`config.mk`:
```
export PLATFORM = sky130hd
export DESIGN_NAME = soc_axi_sram_slave
export DESIGN_NICKNAME = d
export VERILOG_FILES = /design/src/rtl/soc_axi_sram_slave.sv
export SDC_FILE = /design/constraint.sdc
export NUM_CORES = 1
export LEC_CHECK = 0
export ABC_AREA = 1
export CAP_MARGIN = 40
export CORE_AREA = 5 5 203 205
export DETAILED_ROUTE_END_ITERATION = 8
export DIE_AREA = 0 0 208 210
export PLACE_DENSITY_LB_ADDON = 0.12
export SLEW_MARGIN = 30
export SYNTH_ARGS = -nofsm -noshare
export SYNTH_HDL_FRONTEND = slang
export SYNTH_SLANG_ARGS = --single-unit
```
`constraint.sdc`:
```
create_clock -name clk_i -period 6.8 [get_ports clk_i]
set_input_delay 1.36 -clock clk_i [delete_from_list [all_inputs] [get_ports clk_i]]
set_output_delay 1.36 -clock clk_i [all_outputs]
set_load 0.01 [all_outputs]
```
`src/rtl/soc_axi_sram_slave.sv`:
```
// AXI4 slave that serialises one read or write burst at a time onto a
// single-port SRAM with one-cycle read latency.
package soc_pkg;
  localparam int NOC_S_ID_WIDTH = 6;
  localparam int NOC_USER_WIDTH = 4;

  typedef struct packed {
    logic [NOC_S_ID_WIDTH-1:0] id;
    logic [63:0]               addr;
    logic [7:0]                len;
    logic [2:0]                size;
    logic [1:0]                burst;
    logic                      lock;
    logic [3:0]                cache;
    logic [2:0]                prot;
    logic [3:0]                qos;
    logic [5:0]                atop;
    logic [NOC_USER_WIDTH-1:0] user;
  } aw_chan_t;

  typedef struct packed {
    logic [NOC_S_ID_WIDTH-1:0] id;
    logic [63:0]               addr;
    logic [7:0]                len;
    logic [2:0]                size;
    logic [1:0]                burst;
    logic                      lock;
    logic [3:0]                cache;
    logic [2:0]                prot;
    logic [3:0]                qos;
    logic [NOC_USER_WIDTH-1:0] user;
  } ar_chan_t;

  typedef struct packed {
    logic [63:0]               data;
    logic [7:0]                strb;
    logic                      last;
    logic [NOC_USER_WIDTH-1:0] user;
  } w_chan_t;

  typedef struct packed {
    logic [NOC_S_ID_WIDTH-1:0] id;
    logic [1:0]                resp;
    logic [NOC_USER_WIDTH-1:0] user;
  } b_chan_t;

  typedef struct packed {
    logic [NOC_S_ID_WIDTH-1:0] id;
    logic [63:0]               data;
    logic [1:0]                resp;
    logic                      last;
    logic [NOC_USER_WIDTH-1:0] user;
  } r_chan_t;

  typedef struct packed {
    logic     aw_valid;
    aw_chan_t aw;
    logic     w_valid;
    w_chan_t  w;
    logic     b_ready;
    logic     ar_valid;
    ar_chan_t ar;
    logic     r_ready;
  } s_req_t;

  typedef struct packed {
    logic    aw_ready;
    logic    ar_ready;
    logic    w_ready;
    logic    b_valid;
    b_chan_t b;
    logic    r_valid;
    r_chan_t r;
  } s_resp_t;
endpackage

module soc_axi_sram_slave #(
  parameter logic [63:0] BASE_ADDR = 64'h0,
  parameter int unsigned MEM_BYTES = 65536,
  parameter type         req_t     = soc_pkg::s_req_t,
  parameter type         resp_t    = soc_pkg::s_resp_t,
  localparam int unsigned MEM_AW   = $clog2(MEM_BYTES / 8)
) (
  input  logic              clk_i,
  input  logic              rst_i,
  input  req_t              axi_req_i,
  output resp_t             axi_resp_o,
  output logic              mem_req_o,
  output logic              mem_we_o,
  output logic [MEM_AW-1:0] mem_addr_o,
  output logic [63:0]       mem_wdata_o,
  output logic [7:0]        mem_be_o,
  input  logic [63:0]       mem_rdata_i
);
  localparam int unsigned OFF_MSB     = $clog2(MEM_BYTES) - 1;
  localparam logic        PRIO_WRITE  = 1'b0;
  localparam logic [1:0]  RESP_OKAY   = 2'b00;
  localparam logic [1:0]  RESP_SLVERR = 2'b10;
  localparam logic [1:0]  BURST_FIXED = 2'b00;

  typedef enum logic [2:0] {IDLE, WRITE, WRESP, RD_REQ, RD_RESP} state_e;

  state_e                            state_reg;
  logic                              rr_prio_reg;
  logic [soc_pkg::NOC_S_ID_WIDTH-1:0] id_reg;
  logic [63:0]                       addr_reg;
  logic [7:0]                        len_reg;
  logic [7:0]                        beat_reg;
  logic [2:0]                        size_reg;
  logic [1:0]                        burst_reg;
  logic                              err_reg;
  logic                              rd_first_reg;
  logic [63:0]                       rdata_reg;

  logic        grant_w, grant_r, both_valid, beat_err, last_beat, unused_req;
  logic [63:0] offset, next_addr, rd_data;

  assign unused_req = ^axi_req_i;
  assign both_valid = axi_req_i.aw_valid && axi_req_i.ar_valid;
  assign grant_w    = !rst_i && (state_reg == IDLE) && axi_req_i.aw_valid &&
                      (!axi_req_i.ar_valid || (rr_prio_reg == PRIO_WRITE));
  assign grant_r    = !rst_i && (state_reg == IDLE) && axi_req_i.ar_valid && !grant_w;

  // An address below BASE_ADDR wraps the offset far above MEM_BYTES, so one compare covers both ends.
  assign offset     = addr_reg - BASE_ADDR;
  assign beat_err   = (offset >= 64'(MEM_BYTES)) || (size_reg > 3'd3);
  assign last_beat  = (beat_reg == len_reg);
  assign next_addr  = (burst_reg == BURST_FIXED) ? addr_reg : addr_reg + (64'd1 << size_reg);
  assign rd_data    = beat_err ? 64'd0 : mem_rdata_i;

  always_comb begin
    axi_resp_o          = '0;
    axi_resp_o.aw_ready = grant_w;
    axi_resp_o.ar_ready = grant_r;
    axi_resp_o.w_ready  = (state_reg == WRITE);
    if (state_reg == WRESP) begin
      axi_resp_o.b_valid = 1'b1;
      axi_resp_o.b.id    = id_reg;
      axi_resp_o.b.resp  = err_reg ? RESP_SLVERR : RESP_OKAY;
    end
    if (state_reg == RD_RESP) begin
      axi_resp_o.r_valid = 1'b1;
      axi_resp_o.r.id    = id_reg;
      // SRAM output is only valid on the first response cycle; later cycles replay the capture.
      axi_resp_o.r.data  = rd_first_reg ? rd_data : rdata_reg;
      axi_resp_o.r.resp  = beat_err ? RESP_SLVERR : RESP_OKAY;
      axi_resp_o.r.last  = last_beat;
    end
    mem_req_o   = !rst_i && !beat_err &&
                  (((state_reg == WRITE) && axi_req_i.w_valid) || (state_reg == RD_REQ));
    mem_we_o    = (state_reg == WRITE);
    mem_addr_o  = offset[OFF_MSB:3];
    mem_wdata_o = axi_req_i.w.data;
    mem_be_o    = axi_req_i.w.strb;
  end

  always_ff @(posedge clk_i) begin
    if (rst_i) begin
      state_reg    <= IDLE;
      rr_prio_reg  <= PRIO_WRITE;
      id_reg       <= '0;
      addr_reg     <= '0;
      len_reg      <= '0;
      beat_reg     <= '0;
      size_reg     <= '0;
      burst_reg    <= '0;
      err_reg      <= 1'b0;
      rd_first_reg <= 1'b0;
      rdata_reg    <= '0;
    end else begin
      case (state_reg)
        IDLE: begin
          if (grant_w) begin
            id_reg    <= axi_req_i.aw.id;
            addr_reg  <= axi_req_i.aw.addr;
            len_reg   <= axi_req_i.aw.len;
            size_reg  <= axi_req_i.aw.size;
            burst_reg <= axi_req_i.aw.burst;
            beat_reg  <= '0;
            err_reg   <= 1'b0;
            state_reg <= WRITE;
          end else if (grant_r) begin
            id_reg    <= axi_req_i.ar.id;
            addr_reg  <= axi_req_i.ar.addr;
            len_reg   <= axi_req_i.ar.len;
            size_reg  <= axi_req_i.ar.size;
            burst_reg <= axi_req_i.ar.burst;
            beat_reg  <= '0;
            state_reg <= RD_REQ;
          end
          if (both_valid) rr_prio_reg <= ~rr_prio_reg;
        end
        WRITE: begin
          if (axi_req_i.w_valid) begin
            if (beat_err || (axi_req_i.w.last != last_beat)) err_reg <= 1'b1;
            addr_reg <= next_addr;
            beat_reg <= beat_reg + 8'd1;
            if (last_beat) state_reg <= WRESP;
          end
        end
        WRESP: begin
          if (axi_req_i.b_ready) state_reg <= IDLE;
        end
        RD_REQ: begin
          rd_first_reg <= 1'b1;
          state_reg    <= RD_RESP;
        end
        RD_RESP: begin
          rd_first_reg <= 1'b0;
          if (rd_first_reg) rdata_reg <= rd_data;
          if (axi_req_i.r_ready) begin
            addr_reg  <= next_addr;
            beat_reg  <= beat_reg + 8'd1;
            state_reg <= last_beat ? IDLE : RD_REQ;
          end
        end
        default: state_reg <= IDLE;
      endcase
    end
  end
endmodule

```
==> summary.json <==
{
  "grt-busiest-layer": "met2",
  "cp_max_fo": 47,
  "layout.nets": 2799,
  "clock.fmax_mhz": 191,
  "min_tclk_post_route_ns": 5.24,
  "hold_path_class": "flip-flop to flip-flop",
  "final_antenna_net_count": 0,
  "clock_latency_on_the_worst_skew_pair_ns": 0.45,
  "die_x_um": 208,
  "critical_path_source": "rst_i",
  "initial_core_util_pct": 32.5,
  "hold_viol": 0,
  "gr-usage-met1_pct": 27.0,
  "finalSetupTns_ns": 0,
  "synth-seq-area-share_pct": 25.2,
  "global_route.usage.total_pct": 22.2,
  "rd_place_congestion": 0.910,
  "setup.worst_path.start_class": "primary input",
  "numCtsBuffers": 17,
  "run_status": "complete, no violations",
  "number_of_max_cap_violations": 0,
  "postSynthCellCount": 2259,
  "routed_wirelength_um": 50100,
  "timing_worst_setup_path_type": "primary input to output port",
  "crit_arrival_ns": 3.88,
  "cts_setup_buffers": 0,
  "post_route_drc_violation_count": 0,
  "worst_r2r_path_depth": 11,
  "grt_start_max_net_pins": 91,
  "initialDrtViolationCount": 817,
  "rr_startpoint": "state_reg[2]$_SDFFE_PP0P_",
  "yosys.area.top_type_share_pct": 25.2,
  "rsz_0062_raised_after_global_routing": "false",
  "drt-vias-per-instance": 4.75,
  "place_hpwl_um": 37900,
  "port_buffers": 336,
  "grt_remaining_overflow": 0,
  "design.die.area_um2": 43700,
  "io_pins": 533,
  "grt_pass1_vias": 13900,
  "ir_drop_v": 0.000199,
  "post_synth_instance_area_um2": 12800,
  "critical_path.slowest_cell": "sky130_fd_sc_hd__clkinv_2",
  "flow.area_growth_from_synthesis_pct": 27.8,
  "leakage_nw": 6.90,
  "cts_hold_repair_buffers": 0,
  "critPathCapture": "axi_resp_o[92]",
  "synth_cell_type_count": 37,
  "htreeDepth": 4,
  "clock_tree_from_tritoncts": "done",
  "yosysWarnings": 0,
  "power_per_cell_area_nw_per_um2": 298,
  "first_pass_grt_wire_length_um": 77700,
  "final-max-slew-violation-count": 0,
  "cts_root_buf": "sky130_fd_sc_hd__clkbuf_16",
  "ys_seq_elements": 161,
  "finalInstanceArea_um2": 16300,
  "core_um2": 39300,
  "routedWlPerCell_um": 16.8,
  "worstSetupEndpointType": "output port",
  "grt_use_met2_pct": 37.3,
  "vias": 14100,
  "met3_usage_pct": 7.83,
  "placed_cell_area_um2": 15800,
  "reg2reg_to": "addr_reg[48]$_SDFFE_PP0P_",
  "final_layout_size_suffix_gt1_share_pct": 4.49,
  "timing.hold.worst.start": "rdata_reg[51]$_SDFFE_PP0P_",
  "worst-r2r-setup-slack_ns": 3.26,
  "synth_top_cells_by_area": "sky130_fd_sc_hd__dfxtp_1 25%, sky130_fd_sc_hd__nand2_1 24%, sky130_fd_sc_hd__nor2_1 8.9%, sky130_fd_sc_hd__inv_1 6.7%, sky130_fd_sc_hd__buf_4 6.1%",
  "number_of_instances_resized_during_post_cts_repair": 0,
  "cts.sinks": 161,
  "crit_chain": "buf_2 -> buf_4 -> clkinv_2 -> nand4_1 -> inv_2 -> nor2_1 -> clkdlybuf4s50_1",
  "path_buf_inv": 5,
  "slowest_delay_ns": 0.71,
  "drtPass1Iterations": 5,
  "fin_worst_skew_ns": 0.0125,
  "ctsLongestPathBuffers": 2,
  "period_share_pct": 77.1,
  "worst_path_dominant_cell_family": "buffers and inverters",
  "timing.critical_path.depth": 7,
  "worstPathRequired_ns": 5.44,
  "worst_setup_hold_path_clk_slew_ns": 0.07,
  "synth_area_leader_cell": "sky130_fd_sc_hd__dfxtp_1",
  "syn_avg_cell_area_um2": 5.66,
  "setup_viol": 0,
  "measured_slew_at_the_worst_slew_check_pin_ns": 0.834,
  "die_h_um": 210,
  "rows": 73,
  "grt_antenna_before_repair": 6,
  "timing.max_slew.rel_slack_pct": 43.8
}
worst min-delay path by stage:
stage,endpoint,depth (start not counted)
after floorplan,rdata_reg[34]$_SDFFE_PP0P_,2
after global placement,rdata_reg[38]$_SDFFE_PP0P_,2
after detailed placement,rdata_reg[60]$_SDFFE_PP0P_,2
after CTS,rdata_reg[47]$_SDFFE_PP0P_,2
after global routing,rdata_reg[38]$_SDFFE_PP0P_,2
final,rdata_reg[51]$_SDFFE_PP0P_,2
per-layer routing:
metal,vias to the layer above,share of wire (%)
li1,7301,-
met1,6367,43
met2,397,47
met3,71,7.5
met4,10,2.3
met5,-,0.22
synth_stat cells, drive strengths merged:
cell,instances
a211oi,2
a21boi,1
a21oi,134
and2,3
and3,3
buf,139
clkbuf,63
conb,1
dfxtp,161
fa,1
ha,9
inv,238
nand2,822
nand3,131
nand4,34
nor2,306
nor3,23
nor3b,1
o211ai,19
o21a,1
o21ai,132
o22ai,3
or2,1
xnor2,12
xor2,19
power breakdown:
group | total, mW | switching, mW | internal (mW)
logic | 2.43 | 1.58 | 0.857
clock network | 0.979 | 0.443 | 0.536
registers | 1.45 | 0.277 | 1.18
worst register-to-register path, cell delays in order, from the launching register on:
cell	delay, ns
sky130_fd_sc_hd__dfxtp_1	0.53
sky130_fd_sc_hd__inv_2	0.13
sky130_fd_sc_hd__nor2_8	0.39
sky130_fd_sc_hd__nor2_4	0.08
sky130_fd_sc_hd__inv_2	0.06
sky130_fd_sc_hd__buf_6	0.54
sky130_fd_sc_hd__nand2_1	0.21
sky130_fd_sc_hd__nand2_4	0.58
sky130_fd_sc_hd__buf_4	0.63
sky130_fd_sc_hd__nand2_1	0.12
sky130_fd_sc_hd__nand2_1	0.11
sky130_fd_sc_hd__a21oi_2	0.04
cells in the final DEF (no fill, tap or decap), drive strengths merged:
master	instances
a211oi	2
a21boi	1
a21oi	134
and2	3
and3	3
buf	17
bufinv	1
clkbuf	21
clkdlybuf4s50	335
clkinv	7
conb	10
dfxtp	161
diode	2
fa	1
ha	9
inv	240
nand2	822
nand3	131
nand4	34
nor2	306
nor3	23
nor3b	1
o211ai	19
o21a	1
o21ai	132
o22ai	3
or2	1
xnor2	12
xor2	19
cell type report:
cell class                 instances  area [um^2]
tap                              525          657
sequential                       161         3220
clock buffer                      21          470
antenna                            2         5.00
clock inverter                    10          100
inverter                         238          895
fill                            4307        22900
timing repair buffer             352         3510
multi-input combinational       1667         7470
kinds of logic (layout without fill, tap and decap cells):
group                      count (synthesis)  count (layout)  synth area share (%)
AOI/OAI and AO/OA                        292             292                  13.0
xor gates and xnor gates                  31              31                  2.12
buffers and inverters                    440             621                  16.7
other                                      1              12                0.0293
and+or+nand+nor                         1324            1324                  41.9
adders and majority gates                 10              10                  1.04
DFF                                      161             161                  25.2
stage by stage:
step / setup WS (ns) / instances / power (mW) / utilization [%] / hold WS, ns
after floorplan: 3.19 / 2268 / 3.32 / - / 0.427
after global placement: 1.51 / 2940 / 3.90 / 40.0 / 0.437
after detailed placement: 1.48 / 2943 / 3.93 / 40.1 / 0.441
after CTS: 1.48 / 2974 / 4.93 / 41.6 / 0.455
after global routing: 1.37 / 2975 / 5.31 / 41.6 / 0.468
final: 1.56 / 2976 / 4.86 / 41.6 / 0.453
Power figures use the tool's default switching activity.
